**src/rtl/knight_pkg.sv**
```systemverilog
// rtl/knight_pkg.sv - shared types and constants for the command UART wrapper
//
// Holds the two-state command assembly FSM encoding, the default UART bit
// period (50 MHz / 19200 baud) and the response code sent on completion.
package knight_pkg;

    typedef enum logic {
        WAIT_HI = 1'b0,
        WAIT_LO = 1'b1
    } asm_state_t;

    localparam int BAUD_DIV_DEFAULT = 2604;

    localparam logic [7:0] RESP_DONE = 8'hA5;

endpackage

```
**src/rtl/cmd_uart_wrapper_if.sv**
```systemverilog
// rtl/cmd_uart_wrapper_if.sv - command/response handshake between wrapper and consumer
//
// Signals:
//   cmd[15:0]    assembled command, first byte in [15:8]
//   cmd_rdy      cmd holds a complete, unconsumed command
//   clr_cmd_rdy  consumer acknowledge, clears cmd_rdy
//   resp[7:0]    response byte, sampled with send_resp
//   send_resp    single-cycle request to transmit resp
//   resp_sent    last response frame has completed
// Modports: master = consumer side, slave = wrapper side.
interface cmd_uart_wrapper_if;

    logic [15:0] cmd;
    logic        cmd_rdy;
    logic        clr_cmd_rdy;
    logic [7:0]  resp;
    logic        send_resp;
    logic        resp_sent;

    modport master (
        input  cmd, cmd_rdy, resp_sent,
        output clr_cmd_rdy, resp, send_resp
    );

    modport slave (
        output cmd, cmd_rdy, resp_sent,
        input  clr_cmd_rdy, resp, send_resp
    );

endinterface

```
**src/rtl/uart_xcvr.sv**
```systemverilog
// rtl/uart_xcvr.sv - 8N1 UART receiver and transmitter, LSB first, idle high
//
// Ports:
//   clk, rst       system clock, synchronous active-high reset
//   rx             asynchronous serial input
//   tx             registered serial output
//   rx_data[7:0]   last good received byte
//   rx_rdy         one-cycle pulse the clock after a good stop sample
//   tx_data[7:0]   byte to send, sampled when trmt is accepted
//   trmt           start a frame (ignored while tx_busy)
//   tx_done        high during the final clock of the stop bit
//   tx_busy        a frame is in progress
module uart_xcvr
    import knight_pkg::*;
#(
    parameter int BAUD_DIV = BAUD_DIV_DEFAULT
) (
    input  logic       clk,
    input  logic       rst,
    input  logic       rx,
    output logic       tx,
    output logic [7:0] rx_data,
    output logic       rx_rdy,
    input  logic [7:0] tx_data,
    input  logic       trmt,
    output logic       tx_done,
    output logic       tx_busy
);

    localparam int CW = $clog2(BAUD_DIV + 1);
    localparam logic [CW-1:0] HALF_M1 = CW'(BAUD_DIV / 2 - 1);
    localparam logic [CW-1:0] FULL_M1 = CW'(BAUD_DIV - 1);

    // ---------------- receiver ----------------
    logic          rx_meta;
    logic          rx_s;
    logic          rx_prev;
    logic          rx_busy;
    logic [CW-1:0] rx_cnt;
    logic [3:0]    rx_bit;
    logic [8:0]    rx_shift;

    // Synchronizer and edge-history flops preset to the idle level so that
    // leaving reset with the line high never looks like a start bit.
    always_ff @(posedge clk) begin
        if (rst) begin
            rx_meta  <= 1'b1;
            rx_s     <= 1'b1;
            rx_prev  <= 1'b1;
            rx_busy  <= 1'b0;
            rx_cnt   <= '0;
            rx_bit   <= '0;
            rx_shift <= '0;
            rx_data  <= '0;
            rx_rdy   <= 1'b0;
        end else begin
            rx_meta <= rx;
            rx_s    <= rx_meta;
            rx_prev <= rx_s;
            rx_rdy  <= 1'b0;
            if (!rx_busy) begin
                if (rx_prev && !rx_s) begin
                    rx_busy <= 1'b1;
                    rx_cnt  <= HALF_M1;
                    rx_bit  <= '0;
                end
            end else if (rx_cnt != '0) begin
                rx_cnt <= rx_cnt - 1'b1;
            end else begin
                rx_cnt <= FULL_M1;
                if (rx_bit == 4'd9) begin
                    // Stop sample: a low stop bit drops the frame silently.
                    rx_busy <= 1'b0;
                    if (rx_s) begin
                        rx_data <= rx_shift[8:1];
                        rx_rdy  <= 1'b1;
                    end
                end else begin
                    // Start and data samples shift in from the top; after
                    // nine samples the data byte sits in [8:1].
                    rx_shift <= {rx_s, rx_shift[8:1]};
                    rx_bit   <= rx_bit + 1'b1;
                end
            end
        end
    end

    // ---------------- transmitter ----------------
    logic [CW-1:0] tx_cnt;
    logic [3:0]    tx_bit;
    logic [9:0]    tx_shift;

    assign tx_done = tx_busy && (tx_cnt == '0) && (tx_bit == 4'd9);

    always_ff @(posedge clk) begin
        if (rst) begin
            tx       <= 1'b1;
            tx_busy  <= 1'b0;
            tx_cnt   <= '0;
            tx_bit   <= '0;
            tx_shift <= '1;
        end else if (!tx_busy) begin
            if (trmt) begin
                tx_busy  <= 1'b1;
                tx_shift <= {1'b1, tx_data, 1'b0};
                tx       <= 1'b0;
                tx_cnt   <= FULL_M1;
                tx_bit   <= '0;
            end
        end else if (tx_cnt != '0) begin
            tx_cnt <= tx_cnt - 1'b1;
        end else if (tx_bit == 4'd9) begin
            tx_busy <= 1'b0;
            tx      <= 1'b1;
        end else begin
            // tx_shift[0] is already on the line; the next bit is [1].
            tx       <= tx_shift[1];
            tx_shift <= {1'b1, tx_shift[9:1]};
            tx_bit   <= tx_bit + 1'b1;
            tx_cnt   <= FULL_M1;
        end
    end

endmodule

```
**src/rtl/cmd_uart_wrapper.sv**
```systemverilog
// rtl/cmd_uart_wrapper.sv - assembles two UART bytes into a 16-bit command and sends responses
//
// Ports:
//   clk, rst   system clock, synchronous active-high reset
//   RX         asynchronous 8N1 serial input
//   TX         8N1 serial response output
//   host       command/response handshake (slave side): cmd, cmd_rdy,
//              clr_cmd_rdy, resp, send_resp, resp_sent
// Receive and transmit paths are independent and run full duplex.
module cmd_uart_wrapper
    import knight_pkg::*;
#(
    parameter int BAUD_DIV    = BAUD_DIV_DEFAULT,
    parameter int TIMEOUT_CYC = 1048576
) (
    input  logic                 clk,
    input  logic                 rst,
    input  logic                 RX,
    output logic                 TX,
    cmd_uart_wrapper_if.slave    host
);

    localparam int TW = $clog2(TIMEOUT_CYC + 1);
    localparam logic [TW-1:0] TIMEOUT_M1 = TW'(TIMEOUT_CYC - 1);

    logic [7:0]  rx_data;
    logic        rx_rdy;
    logic        tx_done;
    logic        tx_busy;
    logic        tx_accept;

    asm_state_t  state;
    logic [7:0]  hi_byte;
    logic [TW-1:0] timer;
    logic [15:0] cmd_q;
    logic        cmd_rdy_q;
    logic        resp_sent_q;

    assign tx_accept = host.send_resp && !tx_busy;

    uart_xcvr #(
        .BAUD_DIV (BAUD_DIV)
    ) u_xcvr (
        .clk     (clk),
        .rst     (rst),
        .rx      (RX),
        .tx      (TX),
        .rx_data (rx_data),
        .rx_rdy  (rx_rdy),
        .tx_data (host.resp),
        .trmt    (tx_accept),
        .tx_done (tx_done),
        .tx_busy (tx_busy)
    );

    always_ff @(posedge clk) begin
        if (rst) begin
            state       <= WAIT_HI;
            hi_byte     <= '0;
            timer       <= '0;
            cmd_q       <= '0;
            cmd_rdy_q   <= 1'b0;
            resp_sent_q <= 1'b0;
        end else begin
            // Acknowledge first; a completing command below overrides it.
            if (host.clr_cmd_rdy) begin
                cmd_rdy_q <= 1'b0;
            end
            case (state)
                WAIT_HI: begin
                    if (rx_rdy) begin
                        hi_byte   <= rx_data;
                        cmd_rdy_q <= 1'b0;
                        timer     <= '0;
                        state     <= WAIT_LO;
                    end
                end
                WAIT_LO: begin
                    // A byte arriving on the timeout clock still completes.
                    if (rx_rdy) begin
                        cmd_q     <= {hi_byte, rx_data};
                        cmd_rdy_q <= 1'b1;
                        timer     <= '0;
                        state     <= WAIT_HI;
                    end else if (timer == TIMEOUT_M1) begin
                        hi_byte <= '0;
                        timer   <= '0;
                        state   <= WAIT_HI;
                    end else begin
                        timer <= timer + 1'b1;
                    end
                end
                default: state <= WAIT_HI;
            endcase
            if (tx_accept) begin
                resp_sent_q <= 1'b0;
            end else if (tx_done) begin
                resp_sent_q <= 1'b1;
            end
        end
    end

    assign host.cmd       = cmd_q;
    assign host.cmd_rdy   = cmd_rdy_q;
    assign host.resp_sent = resp_sent_q;

endmodule

```
**src/flat_wrapper.sv**
```systemverilog
// flat-port wrapper written by rule: the top's interface ports become plain ports
module cmd_uart_wrapper_flat import knight_pkg::*;
#(
    parameter int BAUD_DIV    = BAUD_DIV_DEFAULT,
    parameter int TIMEOUT_CYC = 1048576
)
  (clk, rst, RX, TX, host_cmd, host_cmd_rdy, host_resp_sent, host_clr_cmd_rdy, host_resp, host_send_resp);
  cmd_uart_wrapper_if host_i ();
  input  logic clk;
  input  logic rst;
  input  logic RX;
  output logic TX;
  output wire logic [$bits(host_i.cmd)-1:0] host_cmd;
  output wire logic [$bits(host_i.cmd_rdy)-1:0] host_cmd_rdy;
  output wire logic [$bits(host_i.resp_sent)-1:0] host_resp_sent;
  input wire logic [$bits(host_i.clr_cmd_rdy)-1:0] host_clr_cmd_rdy;
  input wire logic [$bits(host_i.resp)-1:0] host_resp;
  input wire logic [$bits(host_i.send_resp)-1:0] host_send_resp;
  assign host_cmd = host_i.cmd;
  assign host_cmd_rdy = host_i.cmd_rdy;
  assign host_resp_sent = host_i.resp_sent;
  assign host_i.clr_cmd_rdy = host_clr_cmd_rdy;
  assign host_i.resp = host_resp;
  assign host_i.send_resp = host_send_resp;
  cmd_uart_wrapper #(.BAUD_DIV(BAUD_DIV), .TIMEOUT_CYC(TIMEOUT_CYC)) u_core (.clk(clk), .rst(rst), .RX(RX), .TX(TX), .host(host_i));
endmodule
```
**config.mk**
```make
export PLATFORM = sky130hd
export DESIGN_NAME = cmd_uart_wrapper_flat
export DESIGN_NICKNAME = d
export VERILOG_FILES = /design/src/rtl/knight_pkg.sv /design/src/rtl/cmd_uart_wrapper_if.sv /design/src/rtl/uart_xcvr.sv /design/src/rtl/cmd_uart_wrapper.sv /design/src/flat_wrapper.sv
export SDC_FILE = /design/constraint.sdc
export NUM_CORES = 1
export LEC_CHECK = 0
export CAP_MARGIN = 10
export CORE_MARGIN = 8
export CORE_UTILIZATION = 59
export DETAILED_ROUTE_END_ITERATION = 12
export HOLD_SLACK_MARGIN = 0.05
export PLACE_DENSITY = 0.79
export RECOVER_POWER = 50
export SLEW_MARGIN = 20
export SYNTH_ARGS = -nofsm -noshare
export SYNTH_HDL_FRONTEND = slang
export SYNTH_SLANG_ARGS = --single-unit
```
**constraint.sdc**
```tcl
create_clock -name clk -period 2.4 [get_ports clk]
set_input_delay 0.24 -clock clk [delete_from_list [all_inputs] [get_ports clk]]
set_output_delay 0.24 -clock clk [all_outputs]
set_load 0.01 [all_outputs]
```
; ---- Word level (Yosys, flattened, before mapping)
; Cells that the tools add are included.
[totals]
rom_bits = 0
ram_bits = 0
memories = 0
output_inout_bits = 19
latchBits = 0
ff_bits = 114
[op_classes]
n_shift = 0
div = 0
eq_ne = 11
n_bitwise = 4
add_sub_neg = 5
reduce_logical = 21
mux = 48
multipliers = 0
order_cmp = 0
[ops]
columns = op, n
row1 = $mux W12, 7
row2 = $mux W21, 3
row3 = $pmux W21 S2, 1
row4 = $mux W10, 4
row5 = $mux W4, 8
row6 = $mux W8, 3
row7 = $reduce_bool A12 Y1, 2
row8 = $sub A12 B1 Y12 const B, 2
row9 = $add A21 B1 Y21 const B, 1
row10 = $eq A21 B20 Y1 const B, 1
row11 = $mux W1, 19
row12 = $pmux W8 S2, 1
row13 = $ne A2 B2 Y1 const B, 7
row14 = $logic_not A12 Y1, 1
row15 = $reduce_and A3 Y1, 4
row16 = $add A4 B1 Y4 const B, 2
row17 = $eq A4 B4 Y1 const B, 2
row18 = $reduce_and A2 Y1, 3
row19 = $logic_and A1 B1 Y1, 4
row20 = $not A1 Y1, 4
row21 = $pmux W1 S2, 2
row22 = $reduce_and A4 Y1, 1
row23 = $reduce_bool A2 Y1, 2
row24 = $reduce_or A4 Y1, 1
row25 = 3 further kinds, 4

; ---- Depth between registers and ports, before layout
; Gate-level depths: netlist of run 1.
[logic_depth]
word_depth = 4
ltp_mapped = 8
depth_no_buf = 7

; ---- Modules after synthesis
; From an unflattened synthesis of run 1, not the netlist that was laid out.
[hier_totals]
cells_unflattened = 609
hier_area_um2 = 5200.0
[modules_own_cells]
columns = module, area_per_inst_um2, cells_per_inst, seq_area_each_um2, n_inst
row1 = uart_xcvr, 3155.5, 349, 1261.2, 1
row2 = cmd_uart_wrapper, 2044.5, 260, 960.9, 1

; ---- Worst setup path after synthesis of run 1
; OpenSTA, ideal clock, no wires.
[synth_path]
kind = flip-flop to flip-flop
start = reg u_core.u_xcvr.tx_cnt[0]
end = reg u_core.u_xcvr.tx_cnt[8]
path_stages_with_launch = 9
slack_ns = 0.429
n_path_buf = 1
required_ns = 2.341
period_less_slack_ns = 1.971
arrival_time_ns = 1.912
path_cell_list = dfxtp_1 inv_1 ha_1 or4bb_4 nor4_4 or3_1 buf_6 or4_1 nand2_1
[synth_via]
elab_chain_cells = 3
[synth_rtl]
columns = item, line
row1 = "start, declared", uart_xcvr.sv:89  ; logic [CW-1:0] tx_cnt;
row2 = "start signal, assigned", uart_xcvr.sv:111  ; tx_cnt <= tx_cnt - 1'b1;
row3 = $sub A12 B1 Y12 or $reduce_bool A12 Y1 (tied branches), "uart_xcvr.sv:111, uart_xcvr.sv:110"
row4 = $mux W12 or $ne A3 B2 Y1 (tied branches), -
row5 = $mux W12 or $reduce_and A2 Y1 (tied branches), -
; Parallel ways exist; a longest one is shown, timed or not.
; A chain may end at the register's enable or synchronous reset.

; ---- Worst setup path after layout of run 1
[layout_path]
start = reg u_core.u_xcvr.tx_cnt[2]
end = reg u_core.u_xcvr.tx_cnt[1]
[layout_via]
elab_chain_cells = 3
[layout_rtl]
columns = item, line
row1 = $reduce_bool A12 Y1 *, uart_xcvr.sv:110  ; end else if (tx_cnt != '0) begin
row2 = $ne A3 B2 Y1 (no source line) or $mux W12 (tied branches), -
row3 = $reduce_and A2 Y1 (no source line) or $mux W12 (tied branches), -
; Every way passes the cells marked *; elsewhere a longest branch is shown, timed or not.

==> results of run 1 <==
## registers in the layout, summed over array words and instances (netlist names)
| name | flops |
|---|---|
| u_core.u_xcvr.tx | 1 |
| u_core.u_xcvr.rx_rdy | 1 |
| u_core.u_xcvr.tx_cnt | 12 |
| u_core.u_xcvr.rx_cnt | 12 |
| u_core.u_xcvr.rx_data | 8 |
| u_core.state | 1 |
| u_core.u_xcvr.tx_busy | 1 |
| u_core.host.cmd_rdy | 1 |
| u_core.hi_byte | 8 |
| u_core.u_xcvr.rx_meta | 1 |
| u_core.u_xcvr.tx_shift | 8 |
| u_core.u_xcvr.rx_prev | 1 |
| u_core.host.cmd | 16 |
| u_core.timer | 21 |
| u_core.host.resp_sent | 1 |
| u_core.u_xcvr.rx_s | 1 |
| u_core.u_xcvr.tx_bit | 4 |
| u_core.u_xcvr.rx_busy | 1 |
| u_core.u_xcvr.rx_shift | 8 |
| u_core.u_xcvr.rx_bit | 4 |
## per-layer routing
| metal | global-route usage, % | vias up | part of all wire (%) |
|---|---|---|---|
| li1 | - | 2119 | - |
| met1 | 23.5 | 1992 | 45 |
| met2 | 30.9 | 105 | 49 |
| met3 | 5.23 | 18 | 4.9 |
| met4 | 5.95 | 0 | 1.4 |
| met5 | 0 | - | 0 |
## cells by family (layout without fill, tap and decap cells)
family	count (synthesis)	in the layout	share of synthesized area, %
simple gates	272	272	27.6
compound gates	106	106	13.6
mux	27	27	5.46
xor+xnor	18	18	3.14
buf+inv	40	73	3.67
fa+ha+maj	9	9	2.24
flops	111	111	44.3
## worst max-delay path, stage by stage (launching register included)
cell and delay, ns:
dfxtp_1 0.36, or4_1 0.78, nand4bb_1 0.44, nor2_1 0.23, nor2_1 0.08, o221a_2 0.26
## path summary, 6_finish.rpt
check                                 end  slack, ns  depth (start not counted)
setup reg to reg  u_core.u_xcvr.tx_cnt[1]       0.16                          5
hold reg to reg        u_core.u_xcvr.rx_s       0.42                          1
setup / recovery  u_core.u_xcvr.tx_cnt[1]       0.16                          5
hold / removal    u_core.u_xcvr.tx_bit[0]       0.40                          2
## per-stage QoR
step,cell area (µm²),power [W],hold slack (ns)
global placement,5420,0.00247,0.403
detailed placement,5420,0.00249,0.403
CTS,5640,0.00367,0.217
floorplan,5020,0.00237,0.344
finish,5620,0.00364,0.399
global route,5620,0.00381,0.404
## area by class of cell
type	count	share of cell area, %
timing repair buffer	45	7.03
sequential	111	39.5
clock inverter	7	1.71
inverter	12	0.801
multi-input combinational	432	46.4
tap	105	2.34
clock buffer	9	2.20
## where the power goes
| group | internal (W) | leakage, nW | total [W] | switching [W] |
|---|---|---|---|---|
| logic | 0.000205 | 1.00 | 0.000480 | 0.000274 |
| clock network | 0.000442 | 0.110 | 0.00119 | 0.000753 |
| registers | 0.00191 | 0.901 | 0.00197 | 0.0000654 |
## Yosys cell counts, types with 3 or more instances
library cell | count | area, µm²
xnor2_1 | 9 | 78.8
a21oi_1 | 47 | 235
mux2_2 | 3 | 33.8
nand3_1 | 22 | 110
and3_1 | 5 | 31.3
or2_2 | 4 | 25.0
nand3b_1 | 6 | 45.0
nor3b_1 | 3 | 22.5
and2_1 | 5 | 31.3
nand2_1 | 105 | 394
clkbuf_1 | 19 | 71.3
nor3_1 | 21 | 105
dfxtp_1 | 111 | 2220
ha_1 | 9 | 113
a31oi_1 | 12 | 75.1
o31ai_1 | 5 | 37.5
buf_6 | 4 | 45.0
o211ai_1 | 6 | 45.0
mux2i_1 | 24 | 240
a311oi_1 | 3 | 26.3
inv_1 | 12 | 45.0
nor4b_1 | 3 | 26.3
xor2_1 | 9 | 78.8
buf_2 | 3 | 15.0
nor2_1 | 51 | 191
nand4b_1 | 3 | 26.3
nand4_1 | 11 | 68.8
or3_1 | 3 | 18.8
or4_1 | 3 | 22.5
o21ai_0 | 17 | 85.1
nor4_1 | 6 | 37.5
a211oi_1 | 3 | 22.5
==> summary.txt, run 1 <==
Clock tree
  – Hold-fix buffers, CTS: 0
  – CTS root buffer: clkbuf_8
  – Clk_lat worst skew: 0.39 ns
  – CTS Buffer Depth: 2
  – Post-CTS setup buffer count: 0
  – Clock Sinks: 111
  – Num CTS Buffers: 9
  – Clk slew on worst S/H paths: 0.11 ns
  – H-tree depth: 3
  – Cells resized by post-CTS repair: 0
  – CTS tree: yes

Place
  – PortBufs: 31
  – Dpl ws: 0.205 ns
  – Placed cell count: 705
  – GPL Wtd Cong: 0.830
  – HPWL after DPL: 7.50 mm

Timing
  – Fin. Hold Viols: 0
  – Setup Viol. Count Final: 0
  – Fin crit share: 93.4%
  – Fin worst setup slack: 0.158 ns
  – Post-route setup TNS: 0 ns
  – Max Slew Vio Count: 0
  – Slew @ Worst Pin: 1.05 ns
  – Max Clock Freq: 0.446 GHz
  – Final min period: 2.24 ns
  – Clock Skew: 0.0196 ns
  – RSZ-0062 raised after global routing: false
  – Max-Slew Margin vs Limit: 30.2%

Setup path
  – Worst setup path start: u_core.u_xcvr.tx_cnt[2]
  – Crit path max fanout: 10
  – Worst setup SP type: flip-flop
  – Req. time, crit path: 2.68 ns
  – Crit path arrival time: 2.53 ns
  – RR Startpoint: u_core.u_xcvr.tx_cnt[2]
  – Setup CP Type: reg2reg
  – Worst setup EP type: flip-flop

GRT
  – Global Route Usage Sum: 18.9%
  – Initial antenna violation count: 0
  – Total gr overflow: 0
  – Largest net degree at the start of global routing: 55
  – First-pass GRT wire length: 18.3 mm
  – Vias in the first global route: 4,017

Drt
  – DRC violations left: 0
  – Via count: 4,234
  – Routed len/inst: 14.9 µm
  – First DRT Iteration DRCs: 165
  – Antenna-violating nets left: 0
  – Vias/cell: 5.87
  – Total routed wirelength: 10.8 mm
  – DR pass1 iterations: 4

Final layout
  – Non-Filler Instances: 721
  – Commonest non-fill, non-tap cell in the layout: dfxtp_1
  – Antenna Cells: 0
  – Synth-to-Final Area Change: 12.1%
  – Net count, final: 633
  – Finished Core Util: 68.4%
  – Area of the multi-input gates: 2610 µm²
  – Reg area: 2220 µm²
  – Ratio of cells with drive above 1 in the final layout: 8.44%
  – Most frequent cells in the layout: 111 x dfxtp_1, 105 x nand2_1, 51 x nor2_1
  – Filler instances: 690

Die
  – Core box area: 8220 µm²
  – Top Ports: 32
  – Die W: 108 µm
  – Starting Density: 61.0%
  – Die Y: 108 µm
  – FP Rows: 33
  – Total Die Area: 11,700 µm²

Job
  – Max-cap violations: 0

Min path
  – Hold wc startpoint: rst
  – Worst Hold Class: in2reg

Power
  – Peak VDD IR: 0.463 mV
  – Power Density: 648 nW/µm²
  – Leakage power: 2.01 nW

Synth
  – Primary FF master, synth: dfxtp_1
  – Syn Inst Count: 583
  – Synth Area per Inst: 8.60 µm²
  – Unique masters post-synth: 59
  – Ys async rst share: 0%
  – Cell Area, Synth: 5020 µm²
  – Synthesized Nets: 605
  – Number of synthesized flops with an enable pin: 0
  – Sequential fraction of the synthesis area: 44.3%
  – #FFs+latches synth: 111
  – YS warnings: 0

Status
  – Status: complete, no violations
Note: power is estimated with default switching activity, not from simulation.
==> run 2: changes to the inputs <==
Settings changed: CORE_MARGIN 8 to 2.
==> summary.txt, run 2 (synthesis gave the netlist of run 1 again) <==
Clock tree
  – H-tree depth: 3 (unchanged)
  – Clock Sinks: 111 (unchanged)
  – Num CTS Buffers: 9 (unchanged)
  – Cells resized by post-CTS repair: 0 (unchanged)
  – CTS root buffer: clkbuf_8
  – Clk_lat worst skew: 0.39 ns (about the same)
  – Hold-fix buffers, CTS: 0 (unchanged)
  – Clk slew on worst S/H paths: 0.11 ns (about the same)
  – Post-CTS setup buffer count: 0 (unchanged)
  – CTS Buffer Depth: 2 (unchanged)
  – CTS tree: yes

Drt
  – Via count: 4,241 (+0.17%)
  – First DRT Iteration DRCs: 217 (+32%)
  – Antenna-violating nets left: 0 (unchanged)
  – Routed len/inst: 14.3 µm (-4.1%)
  – DRC violations left: 0 (unchanged)
  – Vias/cell: 5.88 (+0.17%)
  – Total routed wirelength: 10.3 mm (-4.1%)
  – DR pass1 iterations: 5 (+1)

GRT
  – Vias in the first global route: 3,962 (-1.4%)
  – Global Route Usage Sum: 24.0% (+5.1 points)
  – Largest net degree at the start of global routing: 55 (unchanged)
  – Total gr overflow: 0 (unchanged)
  – Initial antenna violation count: 0 (unchanged)
  – First-pass GRT wire length: 17.8 mm (-2.6%)

Power
  – Leakage power: 2.01 nW (about the same)
  – Peak VDD IR: 0.407 mV (-12%)
  – Power Density: 641 nW/µm² (-1.1%)

Timing
  – Clock Skew: 0.0262 ns (+0.00659 ns)
  – Max Slew Vio Count: 0 (unchanged)
  – Fin. Hold Viols: 0 (unchanged)
  – Setup Viol. Count Final: 0 (unchanged)
  – Fin crit share: 94.5% (+1.1 points)
  – Post-route setup TNS: 0 ns (unchanged)
  – Final min period: 2.27 ns (+0.0265 ns)
  – Max Clock Freq: 0.441 GHz (-1.2%)
  – Max-Slew Margin vs Limit: 31.2% (+0.94 points)
  – RSZ-0062 raised after global routing: false
  – Slew @ Worst Pin: 1.03 ns (-0.0140 ns)

Place
  – PortBufs: 31 (unchanged)
  – HPWL after DPL: 7.25 mm (-3.3%)
  – Area after DPL: 5420 µm² (unchanged)
  – GPL Wtd Cong: 0.879 (+6.0%)

Die
  – Top Ports: 32 (unchanged)
  – Core box area: 8220 µm² (unchanged)
  – Starting Density: 61.0% (unchanged)
  – FP Rows: 33 (unchanged)
  – Total Die Area: 9260 µm² (-21%)
  – Die Y: 96.2 µm (-11%)
  – Die W: 96.2 µm (-11%)

Final layout
  – Number of flip-flops under the largest register name: 21 (unchanged)
  – Finished Core Util: 68.4% (about the same)
  – Commonest non-fill, non-tap cell in the layout: dfxtp_1
  – Reg with most FFs: u_core.timer
  – Synth-to-Final Area Change: 12.1% (about the same)
  – Design area: 5620 µm² (about the same)
  – Most frequent cells in the layout: 111 x dfxtp_1, 105 x nand2_1, 51 x nor2_1
  – Net count, final: 633 (unchanged)
  – Ratio of cells with drive above 1 in the final layout: 8.44% (unchanged)
  – Antenna Cells: 0 (unchanged)

Status
  – Status: complete, no violations

Setup path
  – Req. time, crit path: 2.67 ns (about the same)
  – Crit path max fanout: 10 (unchanged)
  – Setup CP Type: reg2reg
  – Worst setup SP type: flip-flop
  – Worst setup EP type: flip-flop
  – Crit path arrival time: 2.54 ns (about the same)
  – Flop-to-flop setup slack: 0.13 ns (-0.03 ns)

Job
  – Max-cap violations: 0 (unchanged)

Min path
  – Worst Hold Class: in2reg
## run 2: area by class of cell
class	count	area (µm²)
fill	663	2590
multi-input combinational	432	2600
sequential	111	2220
clock inverter	7	98.8
timing repair buffer	45	397
clock buffer	9	124
tap	105	131
inverter	12	45.0
## run 2: power by group
part,total (W),internal [W],leakage (nW),switching (W)
combinational,0.000478,0.000205,1.00,0.000273
clock,0.00116,0.000430,0.108,0.000725
sequential,0.00197,0.00191,0.901,0.0000633
## run 2: final timing paths
check | start | endpoint | cells past startpoint
setup reg to reg | u_core.u_xcvr.tx_cnt[2] | u_core.u_xcvr.tx_cnt[1] | 5
hold reg to reg | u_core.u_xcvr.rx_meta | u_core.u_xcvr.rx_s | 1
hold / removal | rst | u_core.u_xcvr.tx_bit[1] | 2
setup / recovery | u_core.u_xcvr.tx_cnt[2] | u_core.u_xcvr.tx_cnt[1] | 5
## run 2: critical path, stage by stage, from the launching register on
cell and delay [ns]:
dfxtp_1 0.36, or4_1 0.78, nand4bb_1 0.45, nor2_1 0.23, nor2_1 0.08, o221a_2 0.26
## run 2: per-stage QoR
step	power (W)	hold slack [ns]	worst slack, ns	cells
2_1_floorplan	0.00237	0.344	0.429	583
3_3_place_gp	0.00247	0.395	0.247	705
3_5_place_dp	0.00249	0.400	0.156	705
4_1_cts	0.00364	0.225	0.139	721
5_1_grt	0.00377	0.416	0.00384	721
6_report	0.00360	0.394	0.132	721
## run 2: routing by layer
layer	global-route usage, %	wire (µm)
met1	30.8	4620
met2	39.6	5070
met3	5.56	466
met4	8.21	155
met5	0	0
